===== src/rtl/key_event_decoder.sv =====
`default_nettype none
// ============================================================================
// Module      : key_event_decoder
// Description : Classifies debounced key gestures into single click, double
//               click or long press, each emitted as a one-cycle pulse.
// Revision    : 1.0 - initial release
// ============================================================================
module key_event_decoder #(
    parameter int LONG_CNT = 1000,
    parameter int DBL_GAP  = 500,
    parameter int CNT_W    = 16
) (
    input  logic clk,
    input  logic rst,
    input  logic key_flag,
    input  logic key_level,
    output logic single_click,
    output logic double_click,
    output logic long_press,
    output logic busy
);

    typedef enum logic [2:0] {
        S_IDLE      = 3'd0,
        S_PRESS1    = 3'd1,
        S_LONG_HOLD = 3'd2,
        S_WAIT2     = 3'd3,
        S_PRESS2    = 3'd4
    } state_t;

    localparam logic [CNT_W-1:0] c_LONG_LAST = CNT_W'(LONG_CNT - 1);
    localparam logic [CNT_W-1:0] c_GAP_LAST  = CNT_W'(DBL_GAP - 1);

    state_t           r_state;
    logic [CNT_W-1:0] r_cnt;

    // Every transition clears the counter; busy tracks the state being entered.
    always_ff @(posedge clk) begin
        if (rst) begin
            r_state      <= S_IDLE;
            r_cnt        <= '0;
            single_click <= 1'b0;
            double_click <= 1'b0;
            long_press   <= 1'b0;
            busy         <= 1'b0;
        end else begin
            single_click <= 1'b0;
            double_click <= 1'b0;
            long_press   <= 1'b0;
            case (r_state)
                S_IDLE: begin
                    if (key_flag) begin
                        r_state <= S_PRESS1;
                        r_cnt   <= '0;
                        busy    <= 1'b1;
                    end
                end
                S_PRESS1: begin
                    if (!key_level) begin
                        r_state <= S_WAIT2;
                        r_cnt   <= '0;
                    end else if (r_cnt == c_LONG_LAST) begin
                        r_state    <= S_LONG_HOLD;
                        r_cnt      <= '0;
                        long_press <= 1'b1;
                    end else begin
                        r_cnt <= r_cnt + 1'b1;
                    end
                end
                S_LONG_HOLD: begin
                    if (!key_level) begin
                        r_state <= S_IDLE;
                        r_cnt   <= '0;
                        busy    <= 1'b0;
                    end
                end
                S_WAIT2: begin
                    // A second press on the expiry cycle still counts as a double click.
                    if (key_flag) begin
                        r_state <= S_PRESS2;
                        r_cnt   <= '0;
                    end else if (r_cnt == c_GAP_LAST) begin
                        r_state      <= S_IDLE;
                        r_cnt        <= '0;
                        single_click <= 1'b1;
                        busy         <= 1'b0;
                    end else begin
                        r_cnt <= r_cnt + 1'b1;
                    end
                end
                S_PRESS2: begin
                    if (!key_level) begin
                        r_state      <= S_IDLE;
                        r_cnt        <= '0;
                        double_click <= 1'b1;
                        busy         <= 1'b0;
                    end
                end
                default: begin
                    r_state <= S_IDLE;
                    r_cnt   <= '0;
                    busy    <= 1'b0;
                end
            endcase
        end
    end

endmodule
`default_nettype wire

===== config.mk =====
export PLATFORM = sky130hd
export DESIGN_NAME = key_event_decoder
export DESIGN_NICKNAME = d
export VERILOG_FILES = /design/src/rtl/key_event_decoder.sv
export SDC_FILE = /design/constraint.sdc
export NUM_CORES = 1
export LEC_CHECK = 0
export ABC_AREA = 0
export CORE_AREA = 2 2 59 61
export CTS_CLUSTER_DIAMETER = 150
export DETAILED_ROUTE_END_ITERATION = 16
export DIE_AREA = 0 0 61 63
export HOLD_SLACK_MARGIN = 0.08
export PLACE_DENSITY = 0.54
export SLEW_MARGIN = 20
export SYNTH_ARGS = -nofsm -noshare
export SYNTH_HDL_FRONTEND = slang
export SYNTH_SLANG_ARGS = --single-unit

===== constraint.sdc =====
create_clock -name clk -period 3.05 [get_ports clk]
set_input_delay 0.915 -clock clk [delete_from_list [all_inputs] [get_ports clk]]
set_output_delay 0.915 -clock clk [all_outputs]
set_load 0.005 [all_outputs]

**Word-level counts from Yosys, hierarchy flattened**

Cells that the tools add are included.

- Reduce and logical (&&, ||, !) cells: 8
- Bitwise logic cells: 4
- Add/sub/neg operators: 1
- Muxes and demuxes: 22
- Eq/ne operators: 12

Operator list:

| cell | count |
|---|---|
| 16-bit two-way mux | 6 |
| 16-bit case mux with 4 select lines | 1 |
| 3-bit two-way mux | 6 |
| 16-bit by 1-bit adder with 16-bit output (second input constant) | 1 |
| 16-bit by 10-bit equality test with 1-bit output (second input constant) | 1 |
| 16-bit by 9-bit equality test with 1-bit output (second input constant) | 1 |
| 3-bit case mux with 4 select lines | 1 |
| 2-bit inequality test (second input constant) | 4 |
| 1-bit two-way mux | 7 |
| 3-bit by 2-bit equality test with 1-bit output (second input constant) | 2 |
| 3-bit inequality test (second input constant) | 2 |
| 3-bit OR reduction | 2 |
| 5-bit AND reduction | 1 |
| 1-bit inverter | 4 |
| 1-bit case mux with 4 select lines | 1 |
| 4-bit AND reduction | 1 |
| 2-bit OR reduction | 2 |
| 3-bit by 1-bit equality test with 1-bit output (second input constant) | 1 |
| 3-bit equality test (second input constant) | 1 |
| 3-bit logical NOT | 1 |
| 2-bit AND reduction | 1 |

- Flip-flop bits (word level): 23
- Input bits: 4
- Output and inout bits: 4
- Word-level logic and storage cells: 53

**Depth between registers and ports, before layout**

- Word-level depth: 4
- Mapped depth: 7
- Depth with buffers taken out: 6

**Least setup slack after synthesis**

OpenSTA, ideal clock, no wires.

- Path kind: input to register
- From: input key_flag
- To: register r_cnt[13]
- Setup time: 0.075 ns
- Data required time: 2.975 ns
- Arrival time: 1.946 ns
- Cell stages on the path: 5
- Setup slack: 1.029 ns
- Path buffers: 0
- Cells stage by stage: nor2_1 -> a211oi_1 -> nor3_1 -> nand2b_1 -> a31oi_1

- Longest elaborated chain between the ends: 2
- Elaborated cells between the ends (all ways): 4
- Those cells by class: 1 x eq/ne; 2 x mux; 1 x reduce/logical

RTL lines:

| item | RTL line | text |
|---|---|---|
| start, declared | 15 | `input logic key_flag,` |
| 16-bit two-way mux / 2-bit inequality test (equally long branches) | n/a |  |
| 16-bit case mux with 4 select lines / 2-bit AND reduction (equally long branches) | n/a |  |
| end signal, assigned | 67 | `r_cnt <= r_cnt + 1'b1;` |
| end signal, assigned | 88 | `r_cnt <= r_cnt + 1'b1;` |
| end, declared | 35 | `logic [CNT_W-1:0] r_cnt;` |

Several ways; a longest one is shown, not always the timed one.
A chain may end at the register's enable or synchronous reset.

**Worst setup path after layout**

- From: input key_level
- To: register r_cnt[12]

- Longest elaborated chain between the ends: 2
- Elaborated cells between the ends (all ways): 4
- Those cells by class: 1 x eq/ne; 2 x mux; 1 x reduce/logical

RTL lines:

| item | RTL line | text |
|---|---|---|
| start, declared | 16 | `input logic key_level,` |
| 16-bit two-way mux / 2-bit inequality test (equally long branches) | n/a |  |
| 16-bit case mux with 4 select lines / 2-bit AND reduction (equally long branches) | n/a |  |

Several ways; a longest one is shown, not always the timed one.

==> results.sh <==
export IMPL_status="finished clean"
export IMPL_firstDrtPassIters=4
export IMPL_rows=21
export IMPL_layout_commonest_cell="dfxtp_1"
export IMPL_vias=1094
export IMPL_p_switching_w=0.000165
export IMPL_postSynthAreaPerCell_um2=8.37
export IMPL_netlist_area_um2=1230
export IMPL_hold_path_end="r_cnt[14]"
export IMPL_start_kind="input pin"
export IMPL_synth_edf_count=0
export IMPL_drcViolationCount=0
export IMPL_dieArea_um2=3840
export IMPL_routed_wirelength_mm=2.58
export IMPL_cp_arrival_ns=2.63
export IMPL_fp_dieW_um=61
export IMPL_core_area_um2=3230
export IMPL_clkLatencyLatePin_ns=0.32
export IMPL_final_nets=158
export IMPL_cpPeakStageDelay_ns=0.57
export IMPL_num_antenna_cells=0
export IMPL_path_max_fanout=22
export IMPL_slew_headroom=0.476
export IMPL_initial_utilization=0.381
export IMPL_worst_pin_slew_ns=0.779
export IMPL_max_freq_ghz=0.421
export IMPL_worstSetupEndpointType="flip-flop"
export IMPL_io_buffers=7
export IMPL_antenna_found_initial=0
export IMPL_cts_resized=0
export IMPL_yosys_warnings=0
export IMPL_crit_type="in -> reg"
export IMPL_synth_xor_area_share=0.0142
export IMPL_min_delay_start="r_cnt[14]"
export IMPL_grt_pass1_vias=981
export IMPL_multiInputGateArea_um2=712
export IMPL_grt_pass1_wl_mm=4.55
export IMPL_path_delay_family="compound AO/OA/AOI/OAI gates"
export IMPL_fp_dieH_um=63
export IMPL_root_buffer="clkbuf_4"
export IMPL_drtIter0Drc=53
export IMPL_drv_cap=0
export IMPL_share_comb_of_total_power=0.161
export IMPL_htreeDepth=1
export IMPL_grt_usage=0.153
export IMPL_setup_slack_ns=0.677
export IMPL_cts_tree="built"
export IMPL_syn_inst=147
export IMPL_layout_common_cells="dfxtp_1, nand2_1, nand3_1, nor2_1, a21oi_1"
export IMPL_synth_compound_area_frac=0.215
export IMPL_synth_adder_area_share=0.0102
export IMPL_worst_r2r_path_depth=6
export IMPL_p_int_w=0.000401
export IMPL_switching_share=0.292
export IMPL_synth_nets=152
export IMPL_postRouteAntennaNets=0
export IMPL_ioPinCount=8
export IMPL_peakVddDrop_mv=0.190
export IMPL_synth_ff_type="dfxtp_1"
export IMPL_slew_viol_final=0
export IMPL_p_clk_frac=0.262
export IMPL_setup_viol=0
export IMPL_hold_buffers=0
export IMPL_synth_simple_area_share=0.315
export IMPL_post_cts_setup_buffers=0
export IMPL_drive_gt1_frac=0.0658
export IMPL_path_buf_inv=1
export IMPL_via_per_inst=5.53
export IMPL_synthArstFlopShare=0
export IMPL_finalHoldViolations=0
export IMPL_cp_cell_sequence="clkdlybuf4s50_1, nand2_1, nor4_1, a22o_2, o21ai_0, a31oi_1"
export IMPL_gp_congestion=0.814
export IMPL_skew_ns=0.00223
export IMPL_ys_seq_area_frac=0.374
export IMPL_ctsLongestPathBuffers=2
export IMPL_r2r_end="r_cnt[15]"
export IMPL_synth_top_family_by_area="simple AND/OR/NAND/NOR gates"
export IMPL_rrSetupSlack_ns=0.95
export IMPL_p_leak_nw=0.456
export IMPL_grt_overflow=0
export IMPL_area_growth_pct=10.4
export IMPL_grt_max_degree=23
export IMPL_wl_per_cell_um=13.0
export IMPL_ys_types=42
export IMPL_critical_path_slowest_cell="clkdlybuf4s50_1"
export IMPL_cts_reportedPaths_clkPinSlew_ns=0.13
export IMPL_worstPathRequired_ns=3.31
export IMPL_place_ws_ns=0.356
export IMPL_ys_ff_latch=23
export IMPL_period_minus_slack_ns=2.37
export IMPL_r2r_start="r_cnt[0]"
export IMPL_fillers=340
export IMPL_synthMuxAreaShare=0.0244
export IMPL_cts_made_buffers=3
export IMPL_p_per_area_nw_per_um2=417
export IMPL_post_route_period_util=0.778
export IMPL_cts_sinks=23
export IMPL_sequentialPowerShare=0.577
export IMPL_place_hpwl_mm=1.83
export IMPL_regArea_um2=460
export IMPL_fin_tns_setup_ns=0
export IMPL_min_path_cells=1
export IMPL_hp_class="reg -> reg"
export IMPL_rsz0062_at_grt="no"
-- per-layer routing --
layer  up-vias  routed length [um]  track usage
li1        570                   -            -
met1       505                1390        0.229
met2        14                1080        0.208
met3         5                  61       0.0248
met4         0                  54       0.0734
met5         -                   0            0
-- sequential cells by signal, summed over array words and instances (netlist names) --
name / cells
busy: 1
double_click: 1
long_press: 1
r_cnt: 16
r_state: 3
single_click: 1
-- worst reg2reg max path: cells and delay by family, from the launching register on --
family	cells	cell delay (ns)
AO/OA/AOI/OAI	2	0.68
adder cells (fa/ha/maj)	1	0.29
flip-flops	1	0.43
AND/OR/NAND/NOR	3	0.62
-- final cells by class --
| class | count | share of cell area |
|---|---|---|
| Multi-Input combinational cell | 112 | 0.524 |
| Tap cell | 46 | 0.0424 |
| Inverter | 4 | 0.0111 |
| Clock buffer | 3 | 0.0166 |
| Sequential cell | 23 | 0.339 |
| Timing Repair Buffer | 9 | 0.0627 |
| Clock inverter | 1 | 0.00369 |
-- metrics by stage --
stage | std cells | hold slack [ns] | total power (W) | instance area [um^2] | utilization
5_1_grt | 198 | 0.566 | 0.000601 | 1360 | 0.420
3_5_place_dp | 194 | 0.482 | 0.000425 | 1330 | 0.412
3_3_place_gp | 194 | 0.482 | 0.000425 | 1330 | 0.412
6_report | 198 | 0.511 | 0.000566 | 1360 | 0.420
2_1_floorplan | 147 | 0.453 | 0.000396 | 1230 | -
4_1_cts | 198 | 0.512 | 0.000574 | 1360 | 0.420
-- how the worst max path moves through the flow --
stage                     cells after the start  slack, ns      start   endpoint
after global routing                          6       0.46  key_level  r_cnt[12]
final                                         6       0.68  key_level  r_cnt[12]
after detailed placement                      6       0.36  key_level  r_cnt[12]
after CTS                                     6       0.69  key_level  r_cnt[12]
after floorplan                               5       1.03   key_flag  r_cnt[13]
after global placement                        6       0.34  key_level   r_cnt[6]
-- logic make-up (layout without fill, tap and decap cells) --
group,after synthesis,count (layout)
compound gates,39,39
xor+xnor,2,2
fa+ha+maj,1,1
buf+inv,12,17
flops,23,23
mux,3,3
simple gates,67,67
-- Yosys cell counts, types with 2 or more instances --
master / instances / area (um^2)
a22o_1: 2 / 17.5
o21ai_0: 5 / 25.0
nand3_1: 11 / 55.1
clkbuf_1: 3 / 11.3
o211ai_1: 2 / 15.0
or4_1: 2 / 15.0
mux2i_1: 3 / 30.0
buf_2: 4 / 20.0
nand2_1: 14 / 52.6
dfxtp_1: 23 / 460
nand3b_1: 2 / 15.0
nor4_1: 4 / 25.0
a21oi_1: 10 / 50.1
and4_1: 2 / 17.5
a31oi_1: 7 / 43.8
nor2_1: 10 / 37.5
nor3_1: 8 / 40.0
nand4_1: 3 / 18.8
nand4bb_1: 2 / 22.5
xnor2_1: 2 / 17.5
a41oi_1: 3 / 26.3
nand2b_1: 2 / 12.5
inv_1: 4 / 15.0
-- power by group through the flow --
stage               sequential [W]  clock (W)  combinational (W)
finish                    0.000327   0.000148          0.0000910
global route              0.000330   0.000169           0.000103
CTS                       0.000327   0.000156          0.0000918
detailed placement        0.000333          0          0.0000914
global placement          0.000333          0          0.0000921
floorplan                 0.000322          0          0.0000735
(Power assumes the default switching activity.)
